===== src/rtl/mem_bus_arbiter.sv =====
// -----------------------------------------------------------------------------
// mem_bus_arbiter
//
// Shares the single external memory port between the instruction handler
// (RIH) and the ALU. At most one transaction is in flight at a time. Ties are
// broken round-robin against the last granted requester, and a watchdog
// completes a transaction that memory never acknowledges so that neither
// requester can hang. Every output is driven from a flop.
//
// Parameters
//   ADDR_W   address width of read and write addresses
//   DATA_W   width of write and read data
//   TIMEOUT  BUSY cycles to wait for mem_ack before aborting (0 = no watchdog)
//   CNT_W    watchdog counter width, 2**CNT_W must exceed TIMEOUT
//
// Ports
//   clk, reset                 clock, asynchronous active-low reset
//   rih_req_valid/rd_wr/...    RIH request, held stable until rih_ack
//   rih_ack, rih_rd_data       one-cycle completion pulse and its read data
//   alu_req_valid/rd_wr/...    ALU request, same rules as RIH
//   alu_ack, alu_rd_data       one-cycle completion pulse and its read data
//   mem_req_valid/rd_wr/...    latched request towards memory
//   mem_rd_data, mem_ack       memory response
//   grant_rih, grant_alu       owner of the transaction in flight (BUSY/RESP)
//   bus_err                    sticky watchdog timeout flag, cleared by reset
// -----------------------------------------------------------------------------
module mem_bus_arbiter #(
  parameter int ADDR_W  = 32,
  parameter int DATA_W  = 32,
  parameter int TIMEOUT = 64,
  parameter int CNT_W   = 8
) (
  input  logic              clk,
  input  logic              reset,

  input  logic              rih_req_valid,
  input  logic              rih_rd_wr,
  input  logic [ADDR_W-1:0] rih_rd_addr,
  input  logic [ADDR_W-1:0] rih_wr_addr,
  input  logic [DATA_W-1:0] rih_wr_data,
  output logic              rih_ack,
  output logic [DATA_W-1:0] rih_rd_data,

  input  logic              alu_req_valid,
  input  logic              alu_rd_wr,
  input  logic [ADDR_W-1:0] alu_rd_addr,
  input  logic [ADDR_W-1:0] alu_wr_addr,
  input  logic [DATA_W-1:0] alu_wr_data,
  output logic              alu_ack,
  output logic [DATA_W-1:0] alu_rd_data,

  output logic              mem_req_valid,
  output logic              mem_rd_wr,
  output logic [ADDR_W-1:0] mem_rd_addr,
  output logic [ADDR_W-1:0] mem_wr_addr,
  output logic [DATA_W-1:0] mem_wr_data,
  input  logic [DATA_W-1:0] mem_rd_data,
  input  logic              mem_ack,

  output logic              grant_rih,
  output logic              grant_alu,
  output logic              bus_err
);

  typedef enum logic [1:0] {
    IDLE = 2'd0,
    BUSY = 2'd1,
    RESP = 2'd2
  } state_t;

  localparam bit               WDOG_EN  = (TIMEOUT != 0);
  localparam logic [CNT_W-1:0] CNT_LAST = CNT_W'((TIMEOUT > 0) ? TIMEOUT - 1 : 0);

  state_t              state, state_nxt;
  logic                last_alu, last_alu_nxt;   // 1: ALU was granted last
  logic [CNT_W-1:0]    cnt, cnt_nxt;

  logic                rih_ack_nxt, alu_ack_nxt;
  logic [DATA_W-1:0]   rih_rd_data_nxt, alu_rd_data_nxt;
  logic                mem_req_valid_nxt, mem_rd_wr_nxt;
  logic [ADDR_W-1:0]   mem_rd_addr_nxt, mem_wr_addr_nxt;
  logic [DATA_W-1:0]   mem_wr_data_nxt;
  logic                grant_rih_nxt, grant_alu_nxt, bus_err_nxt;

  // Round-robin: on a tie the requester that was not served last wins.
  logic pick_rih, pick_alu, timeout_hit;
  assign pick_rih    = rih_req_valid & (~alu_req_valid | last_alu);
  assign pick_alu    = alu_req_valid & (~rih_req_valid | ~last_alu);
  assign timeout_hit = WDOG_EN && (cnt == CNT_LAST);

  // ---------------------------------------------------------------------------
  // State and output registers
  // ---------------------------------------------------------------------------
  // NOTE: sequential state uses non-blocking assignments so every flop samples
  // the pre-edge values regardless of statement order.
  always_ff @(posedge clk or negedge reset) begin
    if (!reset) begin
      state         <= IDLE;
      last_alu      <= 1'b1;   // RIH wins the first tie after reset
      cnt           <= '0;
      rih_ack       <= 1'b0;
      alu_ack       <= 1'b0;
      rih_rd_data   <= '0;
      alu_rd_data   <= '0;
      mem_req_valid <= 1'b0;
      mem_rd_wr     <= 1'b0;
      mem_rd_addr   <= '0;
      mem_wr_addr   <= '0;
      mem_wr_data   <= '0;
      grant_rih     <= 1'b0;
      grant_alu     <= 1'b0;
      bus_err       <= 1'b0;
    end else begin
      state         <= state_nxt;
      last_alu      <= last_alu_nxt;
      cnt           <= cnt_nxt;
      rih_ack       <= rih_ack_nxt;
      alu_ack       <= alu_ack_nxt;
      rih_rd_data   <= rih_rd_data_nxt;
      alu_rd_data   <= alu_rd_data_nxt;
      mem_req_valid <= mem_req_valid_nxt;
      mem_rd_wr     <= mem_rd_wr_nxt;
      mem_rd_addr   <= mem_rd_addr_nxt;
      mem_wr_addr   <= mem_wr_addr_nxt;
      mem_wr_data   <= mem_wr_data_nxt;
      grant_rih     <= grant_rih_nxt;
      grant_alu     <= grant_alu_nxt;
      bus_err       <= bus_err_nxt;
    end
  end

  // ---------------------------------------------------------------------------
  // Next-state logic
  // ---------------------------------------------------------------------------
  always_comb begin
    state_nxt = state;
    case (state)
      IDLE:    if (pick_rih || pick_alu)   state_nxt = BUSY;
      BUSY:    if (mem_ack || timeout_hit) state_nxt = RESP;
      RESP:    state_nxt = IDLE;
      default: state_nxt = IDLE;
    endcase
  end

  // ---------------------------------------------------------------------------
  // Next-value logic for the registered outputs
  // ---------------------------------------------------------------------------
  // NOTE: every signal gets a default before the case so no path leaves one
  // unassigned, which would otherwise infer a latch.
  always_comb begin
    last_alu_nxt      = last_alu;
    cnt_nxt           = cnt;
    rih_ack_nxt       = 1'b0;
    alu_ack_nxt       = 1'b0;
    rih_rd_data_nxt   = rih_rd_data;
    alu_rd_data_nxt   = alu_rd_data;
    mem_req_valid_nxt = mem_req_valid;
    mem_rd_wr_nxt     = mem_rd_wr;
    mem_rd_addr_nxt   = mem_rd_addr;
    mem_wr_addr_nxt   = mem_wr_addr;
    mem_wr_data_nxt   = mem_wr_data;
    grant_rih_nxt     = grant_rih;
    grant_alu_nxt     = grant_alu;
    bus_err_nxt       = bus_err;

    case (state)
      IDLE: begin
        if (pick_rih) begin
          mem_req_valid_nxt = 1'b1;
          mem_rd_wr_nxt     = rih_rd_wr;
          mem_rd_addr_nxt   = rih_rd_addr;
          mem_wr_addr_nxt   = rih_wr_addr;
          mem_wr_data_nxt   = rih_wr_data;
          grant_rih_nxt     = 1'b1;
          last_alu_nxt      = 1'b0;
          cnt_nxt           = '0;
        end else if (pick_alu) begin
          mem_req_valid_nxt = 1'b1;
          mem_rd_wr_nxt     = alu_rd_wr;
          mem_rd_addr_nxt   = alu_rd_addr;
          mem_wr_addr_nxt   = alu_wr_addr;
          mem_wr_data_nxt   = alu_wr_data;
          grant_alu_nxt     = 1'b1;
          last_alu_nxt      = 1'b1;
          cnt_nxt           = '0;
        end
      end

      BUSY: begin
        // A real ack takes priority over a watchdog expiring in the same cycle.
        if (mem_ack) begin
          mem_req_valid_nxt = 1'b0;
          if (grant_rih) begin
            rih_rd_data_nxt = mem_rd_data;
            rih_ack_nxt     = 1'b1;
          end else begin
            alu_rd_data_nxt = mem_rd_data;
            alu_ack_nxt     = 1'b1;
          end
        end else if (timeout_hit) begin
          // Complete the abandoned transaction with zero data so the
          // requester is released; the error is recorded in bus_err.
          mem_req_valid_nxt = 1'b0;
          bus_err_nxt       = 1'b1;
          if (grant_rih) begin
            rih_rd_data_nxt = '0;
            rih_ack_nxt     = 1'b1;
          end else begin
            alu_rd_data_nxt = '0;
            alu_ack_nxt     = 1'b1;
          end
        end else begin
          cnt_nxt = cnt + CNT_W'(1);
        end
      end

      RESP: begin
        grant_rih_nxt = 1'b0;
        grant_alu_nxt = 1'b0;
      end

      default: begin
        mem_req_valid_nxt = 1'b0;
        grant_rih_nxt     = 1'b0;
        grant_alu_nxt     = 1'b0;
      end
    endcase
  end

endmodule


===== config.mk =====
export PLATFORM = sky130hd
export DESIGN_NAME = mem_bus_arbiter
export DESIGN_NICKNAME = d
export VERILOG_FILES = /design/src/rtl/mem_bus_arbiter.sv
export SDC_FILE = /design/constraint.sdc
export NUM_CORES = 1
export LEC_CHECK = 0
export CORE_AREA = 2 2 156 158
export CTS_BUF_LIST = sky130_fd_sc_hd__clkbuf_8
export DETAILED_ROUTE_END_ITERATION = 8
export DIE_AREA = 0 0 158 160
export PLACE_DENSITY = 0.68
export SLEW_MARGIN = 20
export SYNTH_ARGS = -nofsm -noshare
export SYNTH_HDL_FRONTEND = slang
export SYNTH_SLANG_ARGS = --single-unit

===== constraint.sdc =====
create_clock -name clk -period 5.13 [get_ports clk]
set_clock_uncertainty 0.1 [all_clocks]
set_input_delay 1.026 -clock clk [delete_from_list [all_inputs] [get_ports clk]]
set_output_delay 1.026 -clock clk [all_outputs]
set_load 0.05 [all_outputs]

==> flow_summary_export.csv, run 1 <==
group,metric,value,unit
floorplan,num_io_pins,398,
floorplan,fp.dieH,160,um
worst_setup_path,reg2reg_depth,7,
cts,cts.sink_count,178,
worst_setup_path,critPathMaxStageDelay,0.88,ns
sta,setup_viol,0,
worst_setup_path,crit_path_top_delay_cell,"clkdlybuf4s50_1",
routing,wire_per_inst,17.99,um
final_layout,final_net_count,1269,
routing,postRouteAntennaNets,0,
global_routing,grt_max_degree,115,
routing,wl,24770,um
cts,path_clk_slew,0.10,ns
yosys,synth_fp_nets,895,
global_routing,grt_usage,19.63,%
floorplan,die_x,158,um
yosys,async_reset_ff_share,100.0,%
worst_setup_path,cp_max_fo,11,
cts,numCtsBuffers,17,
flow_run,maxCapViolCount,0,
yosys,synthCells,663,
yosys,yosysWarnings,0,
worst_setup_path,timing.rr.start,"grant_rih",
floorplan,dieArea,25280,um2
yosys,synth_cell_types,39,
floorplan,coreArea,23820,um2
cts,post_cts_buffers,0,
global_routing,antenna_found_initial,4,
routing,vias_per_cell,4.756,
cts,cts_tree,"done",
worst_setup_path,path_cells,"clkdlybuf4s50_1",
routing,firstDrtPassIters,6,
floorplan,row_count,57,
placed_design,place_congestion,0.8355,
cts,ctsHoldBuffers,0,
yosys,synth_area,7652,um2
global_routing,grt-ovfl-total,0,
sta,period_minus_slack,3.065,ns
worst_setup_path,cp.required,4.00,ns
placed_design,numPlacedInstances,1342,
worst_setup_path,crit_cells,1,
sta,timing.final.crit_share,59.74,%
yosys,synth-seq-area-share,58.22,%
cts,clk_path_buf_depth,2,
worst_setup_path,path_class,"reg -> out",
routing,vias,6549,
sta,setup_tns,0,ns
placed_design,place_hpwl,18030,um
worst_setup_path,critPathCaptureType,"output port",
sta,hold_viol,0,
worst_setup_path,path_buf_inv,1,
cts,htree_levels,4,
power,power_density,685.6,nW/um2
floorplan,initial_utilization,32.13,%
status,status,"complete, no violations",
worst_setup_path,worstPathArrival,1.94,ns
final_layout,layout-drive-gt1-share,5.714,%
final_layout,fillers,2176,
final_layout,area_growth,60.38,%
routing,drcViolationCount,0,
yosys,syn_area_per_cell,11.54,um2
power,leakagePower,5.375,nW
cts,cts_resized,0,
sta,tightest_slew,1.051,ns
routing,drt_iter0_drc,427,
global_routing,grt_pass1_wl,37930,um
sta,report.final.slew_viol_count,0,
sta,maxClockFrequency,0.3263,GHz
worst_setup_path,cp-startpoint,"grant_rih",
cts,root_buffer,"clkbuf_8",
sta,rsz0062_at_grt,"false",
min_path,hold_depth,1,
yosys,synth_edf_count,0,
yosys,ys.flop_type,"dfrtp_1",
placed_design,io_buffers,397,
min_path,min_path_type,"reg -> reg",
power,ir_drop,0.0003724,V
yosys,ys_ff_latch,178,
min_path,worst_hold_startpoint,"bus_err",
worst_setup_path,start_kind,"register",
worst_setup_path,cpLargestDelayFamily,"buffers and inverters",
global_routing,grt_pass1_vias,6722,
sta,maxSlewHeadroom,29.95,%
final_layout,fin_cells,1377,
cts,clk_latency,0.44,ns
## state kept, by name, summed over array words and instances (netlist names)
signal and count:
alu_ack 1, mem_wr_addr 32, state 2, rih_rd_data 32, bus_err 1, mem_rd_addr 32, mem_req_valid 1, grant_alu 1
grant_rih 1, rih_ack 1, last_alu 1, mem_rd_wr 1, cnt 8, alu_rd_data 32, mem_wr_data 32
## stage by stage
step / area [um2] / power [W] / hold slack [ns] / worst slack [ns] / utilization [%]
2_1_floorplan: 7652 / 0.005690 / 0.3870 / 2.956 / -
3_3_place_gp: 11870 / 0.007473 / 0.3574 / 1.763 / 49.82
3_5_place_dp: 11870 / 0.007516 / 0.3648 / 1.691 / 49.82
4_1_cts: 12270 / 0.008513 / 0.3848 / 2.031 / 51.49
5_1_grt: 12270 / 0.008869 / 0.3993 / 1.965 / 51.52
6_report: 12270 / 0.008414 / 0.3750 / 2.065 / 51.52
## layer usage
metal	track usage [%]	wire [um]	vias up
li1	-	-	3140
met1	23.06	9822	3135
met2	32.81	12130	245
met3	8.114	2305	27
met4	5.774	499	2
met5	0	13	-
## cells in the mapped netlist, types with 3 or more instances
library cell / n / area share, %
a21oi_1: 4 / 0.26
inv_1: 4 / 0.20
nor2_1: 6 / 0.29
o2bb2ai_1: 20 / 2.3
buf_2: 20 / 1.3
o21ai_0: 92 / 6.0
buf_6: 4 / 0.59
nand3_1: 5 / 0.33
nor3_1: 6 / 0.39
clkbuf_1: 16 / 0.78
o21ai_1: 11 / 0.72
a211o_1: 3 / 0.34
mux2i_1: 97 / 13
dfrtp_1: 177 / 58
a32o_1: 44 / 5.8
buf_4: 11 / 1.1
nand2_1: 115 / 5.6
## final timing paths
check | to | slack, ns
max | grant_rih | 2.07
max reg2reg | rih_rd_data[1] | 2.34
min in group asynchronous | alu_rd_data[26] | 0.54
max in group asynchronous | mem_rd_addr[3] | 3.39
min | bus_err | 0.38
min reg2reg | bus_err | 0.38
## layout make-up
cell class,instances,area [um2],area share (%)
multi-input combinational,429,2907,23.68
sequential,178,4456,36.30
clock buffer,17,234.0,1.906
tap,324,405.4,3.303
inverter,5,18.77,0.1529
clock inverter,15,165.2,1.346
antenna,3,7.507,0.06117
timing repair buffer,406,4080,33.25
## where the power goes
group	leakage [nW]	switching (W)	internal [W]
clock network	0.198	0.000596	0.000368
logic	2.96	0.00335	0.00168
registers	2.22	0.000368	0.00204
total	5.37	0.00432	0.00410
## layout by cell type (no fill, tap or decap), types with 2 or more instances in the layout
cell / netlist / routed
clkdlybuf4s50_1: 0 / 396
dfrtp_1: 177 / 177
nand2_1: 115 / 114
mux2i_1: 97 / 97
o21ai_0: 92 / 92
a32o_1: 44 / 44
o2bb2ai_1: 20 / 20
clkbuf_8: 0 / 17
o21ai_1: 11 / 11
nor2_1: 6 / 6
nor3_1: 6 / 6
buf_4: 11 / 6
nand3_1: 5 / 5
clkinv_4: 0 / 5
inv_8: 0 / 5
inv_1: 4 / 4
a21oi_1: 4 / 4
diode_2: 0 / 3
a211o_1: 3 / 3
clkinv_8: 0 / 3
buf_12: 0 / 3
a21o_2: 2 / 2
a22o_2: 2 / 2
and3_2: 2 / 2
nor3b_1: 2 / 2
a31oi_1: 2 / 2
## cells by family after synthesis
group	after synthesis	synth area share, %
compound gates	184	16.64
fa+ha+maj	1	0.1635
buf+inv	56	4.006
flops	178	58.22
mux	97	12.69
simple gates	147	8.273
(Power assumes the default switching activity.)
==> inputs of run 2 (changes only) <==
CORE_AREA = 2 2 153 155   (was 2 2 156 158)
DIE_AREA = 0 0 155 157   (was 0 0 158 160)
PLACE_DENSITY = 0.7   (was 0.68)
clock period = 3.2 ns   (was 5.13 ns; I/O delays follow)
==> run 2 against run 1 <==
Final cell count fell by 2.8%. Sequential cell count unchanged. Sequential share of layout area decreased by 0.18 points. Register-to-register slack worse by 1.1 ns. Utilization grew 3.3 points. Global-route usage fell by 0.40 points. Critical endpoint is now mem_req_valid.
==> flow_summary_export.csv, run 2 (same netlist as run 1, synthesis figures left out) <==
group,metric,value,unit
status,status,"complete, no violations",
sta,rsz0062_at_grt,"false",
power,p_switching,0.006826,W
final_layout,fin_cells,1339,
worst_setup_path,critPathCaptureType,"output port",
sta,timing.final.crit_share,77.09,%
sta,maxSlewHeadroom,54.81,%
final_layout,mostFrequentLayoutCell,"clkdlybuf4s50_1",
global_routing,grt_max_degree,101,
sta,setup_tns,0,ns
flow_run,maxCapViolCount,0,
worst_setup_path,reg2reg_depth,5,
routing,wire_per_inst,18.09,um
worst_setup_path,cp_max_fo,3,
cts,post_cts_buffers,0,
final_layout,stdcell_area,12330,um2
min_path,min_path_type,"in -> async",
worst_setup_path,start_kind,"register",
placed_design,place_hpwl,17580,um
worst_setup_path,crit_path_top_delay_cell,"clkdlybuf4s50_1",
routing,highest_layer,"met4",
placed_design,placed_area,11910,um2
routing,wl_met1,9607,um
routing,drcViolationCount,0,
cts,clk_path_buf_depth,2,
power,p_comb_share,59.4,%
placed_design,io_buffers,397,
worst_setup_path,crit_cells,1,
floorplan,die_x,155,um
sta,period_minus_slack,2.467,ns
worst_setup_path,timing.rr.start,"cnt[0]",
power,p_clk_share,12.3,%
routing,firstDrtPassIters,4,
power,power.share.sequential,28.3,%
worst_setup_path,cp-startpoint,"mem_req_valid",
cts,numCtsBuffers,17,
cts,htree_levels,4,
floorplan,num_io_pins,398,
sta,hold_viol,0,
final_layout,fillers,1975,
placed_design,place_congestion,0.7839,
cts,cts_resized,0,
sta,maxClockFrequency,0.4054,GHz
cts,ctsHoldBuffers,0,
worst_setup_path,worstPathArrival,1.73,ns
power,ir_drop,0.0006041,V
global_routing,grt_pass1_vias,6553,
routing,vias,6599,
worst_setup_path,cp.required,2.46,ns
routing,wl,24230,um
worst_setup_path,path_cells,"clkdlybuf4s50_1",
placed_design,numPlacedInstances,1307,
floorplan,initial_utilization,34.01,%
worst_setup_path,regToRegSetupSlack,1.22,ns
floorplan,row_count,55,
final_layout,area_growth,61.18,%
floorplan,coreArea,22500,um2
sta,finalHoldWorstSlack,0.08911,ns
cts,root_buffer,"clkbuf_8",
sta,setup_viol,0,
power,p_int,0.006830,W
power,power_density,1107,nW/um2
global_routing,grt_usage,19.24,%
worst_setup_path,path_class,"reg -> out",
routing,met2WireLength,11990,um
worst_setup_path,cpLargestDelayFamily,"buffers and inverters",
cts,cts_tree,"done",
routing,postRouteAntennaNets,0,
worst_setup_path,critPathMaxStageDelay,0.84,ns
power,p_total,0.01366,W
global_routing,grt-ovfl-total,0,
cts,path_clk_slew,0.10,ns
floorplan,fp.dieH,157,um
routing,met3_length,2143,um
final_layout,final_net_count,1273,
routing,drt_iter0_drc,238,
cts,cts.sink_count,178,
global_routing,antenna_found_initial,1,
worst_setup_path,worstReg2RegEnd,"cnt[4]",
worst_setup_path,path_buf_inv,1,
routing,vias_per_cell,4.928,
power,switching_share,49.98,%
sta,report.final.slew_viol_count,0,
final_layout,layout-drive-gt1-share,5.894,%
sta,tightest_slew,0.6778,ns
global_routing,grt_pass1_wl,36270,um
final_layout,layout_common_cells,"clkdlybuf4s50_1, dfrtp_1, nand2_1",
power,leakagePower,5.425,nW
floorplan,dieArea,24340,um2
cts,clk_latency,0.45,ns
## run 2: cell count changes in the layout (fill, tap and decap cells not counted)
| cell | previous run | this run |
|---|---|---|
| clkinvlp_4 | 1 | 2 |
| diode_2 | 3 | 2 |
| clkbuf_8 | 17 | 18 |
| inv_6 | 1 | 4 |
| bufinv_16 | 0 | 3 |
| inv_8 | 5 | 2 |
| clkinv_8 | 3 | 0 |
| clkinv_4 | 5 | 1 |
| buf_12 | 3 | 8 |
| buf_4 | 6 | 5 |
## run 2: worst reg2reg max path, stage by stage (launching register included)
cell,delay [ns]
dfrtp_1,0.42
ha_1,0.25
and3_1,0.24
a211oi_4,0.43
nor2_2,0.13
a211o_1,0.31
## run 2: cell type report
class	instances	area (um2)	share of cell area [%]
inverters	5	18.77	0.1522
clock buffers	18	247.7	2.009
well taps	285	356.6	2.891
diodes	2	5.005	0.04058
multi-input cells	429	2907	23.56
clock inverters	12	171.4	1.390
repair buffers	410	4173	33.83
flip-flops and latches	178	4456	36.12
## run 2: power by group through the flow
stage	Sequential (W)	Combinational, W	Clock (W)
final	0.00386	0.00811	0.00168
after global routing	0.00399	0.00853	0.00184
after CTS	0.00388	0.00819	0.00175
after detailed placement	0.00390	0.00818	0
after global placement	0.00388	0.00812	0
after floorplan	0.00731	0.00181	0
## run 2: metrics by stage
step	setup WS (ns)	util (%)
2_1_floorplan	1.375	-
3_3_place_gp	0.5909	52.93
3_5_place_dp	0.5632	52.93
4_1_cts	0.6790	54.79
5_1_grt	0.6602	54.80
6_report	0.7330	54.81
## run 2: how the worst max path moves through the flow
| stage | endpoint | slack (ns) |
|---|---|---|
| finish | mem_req_valid | 0.73 |
| global route | mem_wr_addr[5] | 0.66 |
| CTS | mem_req_valid | 0.68 |
| detailed placement | mem_rd_addr[24] | 0.56 |
| global placement | mem_rd_addr[24] | 0.59 |
| floorplan | rih_rd_data[11] | 1.38 |
## run 2: layer usage
metal / up-vias / track usage, %
met5: - / 0
met1: 3154 / 22.59
li1: 3148 / -
met2: 262 / 32.63
met3: 35 / 7.269
met4: 0 / 6.217
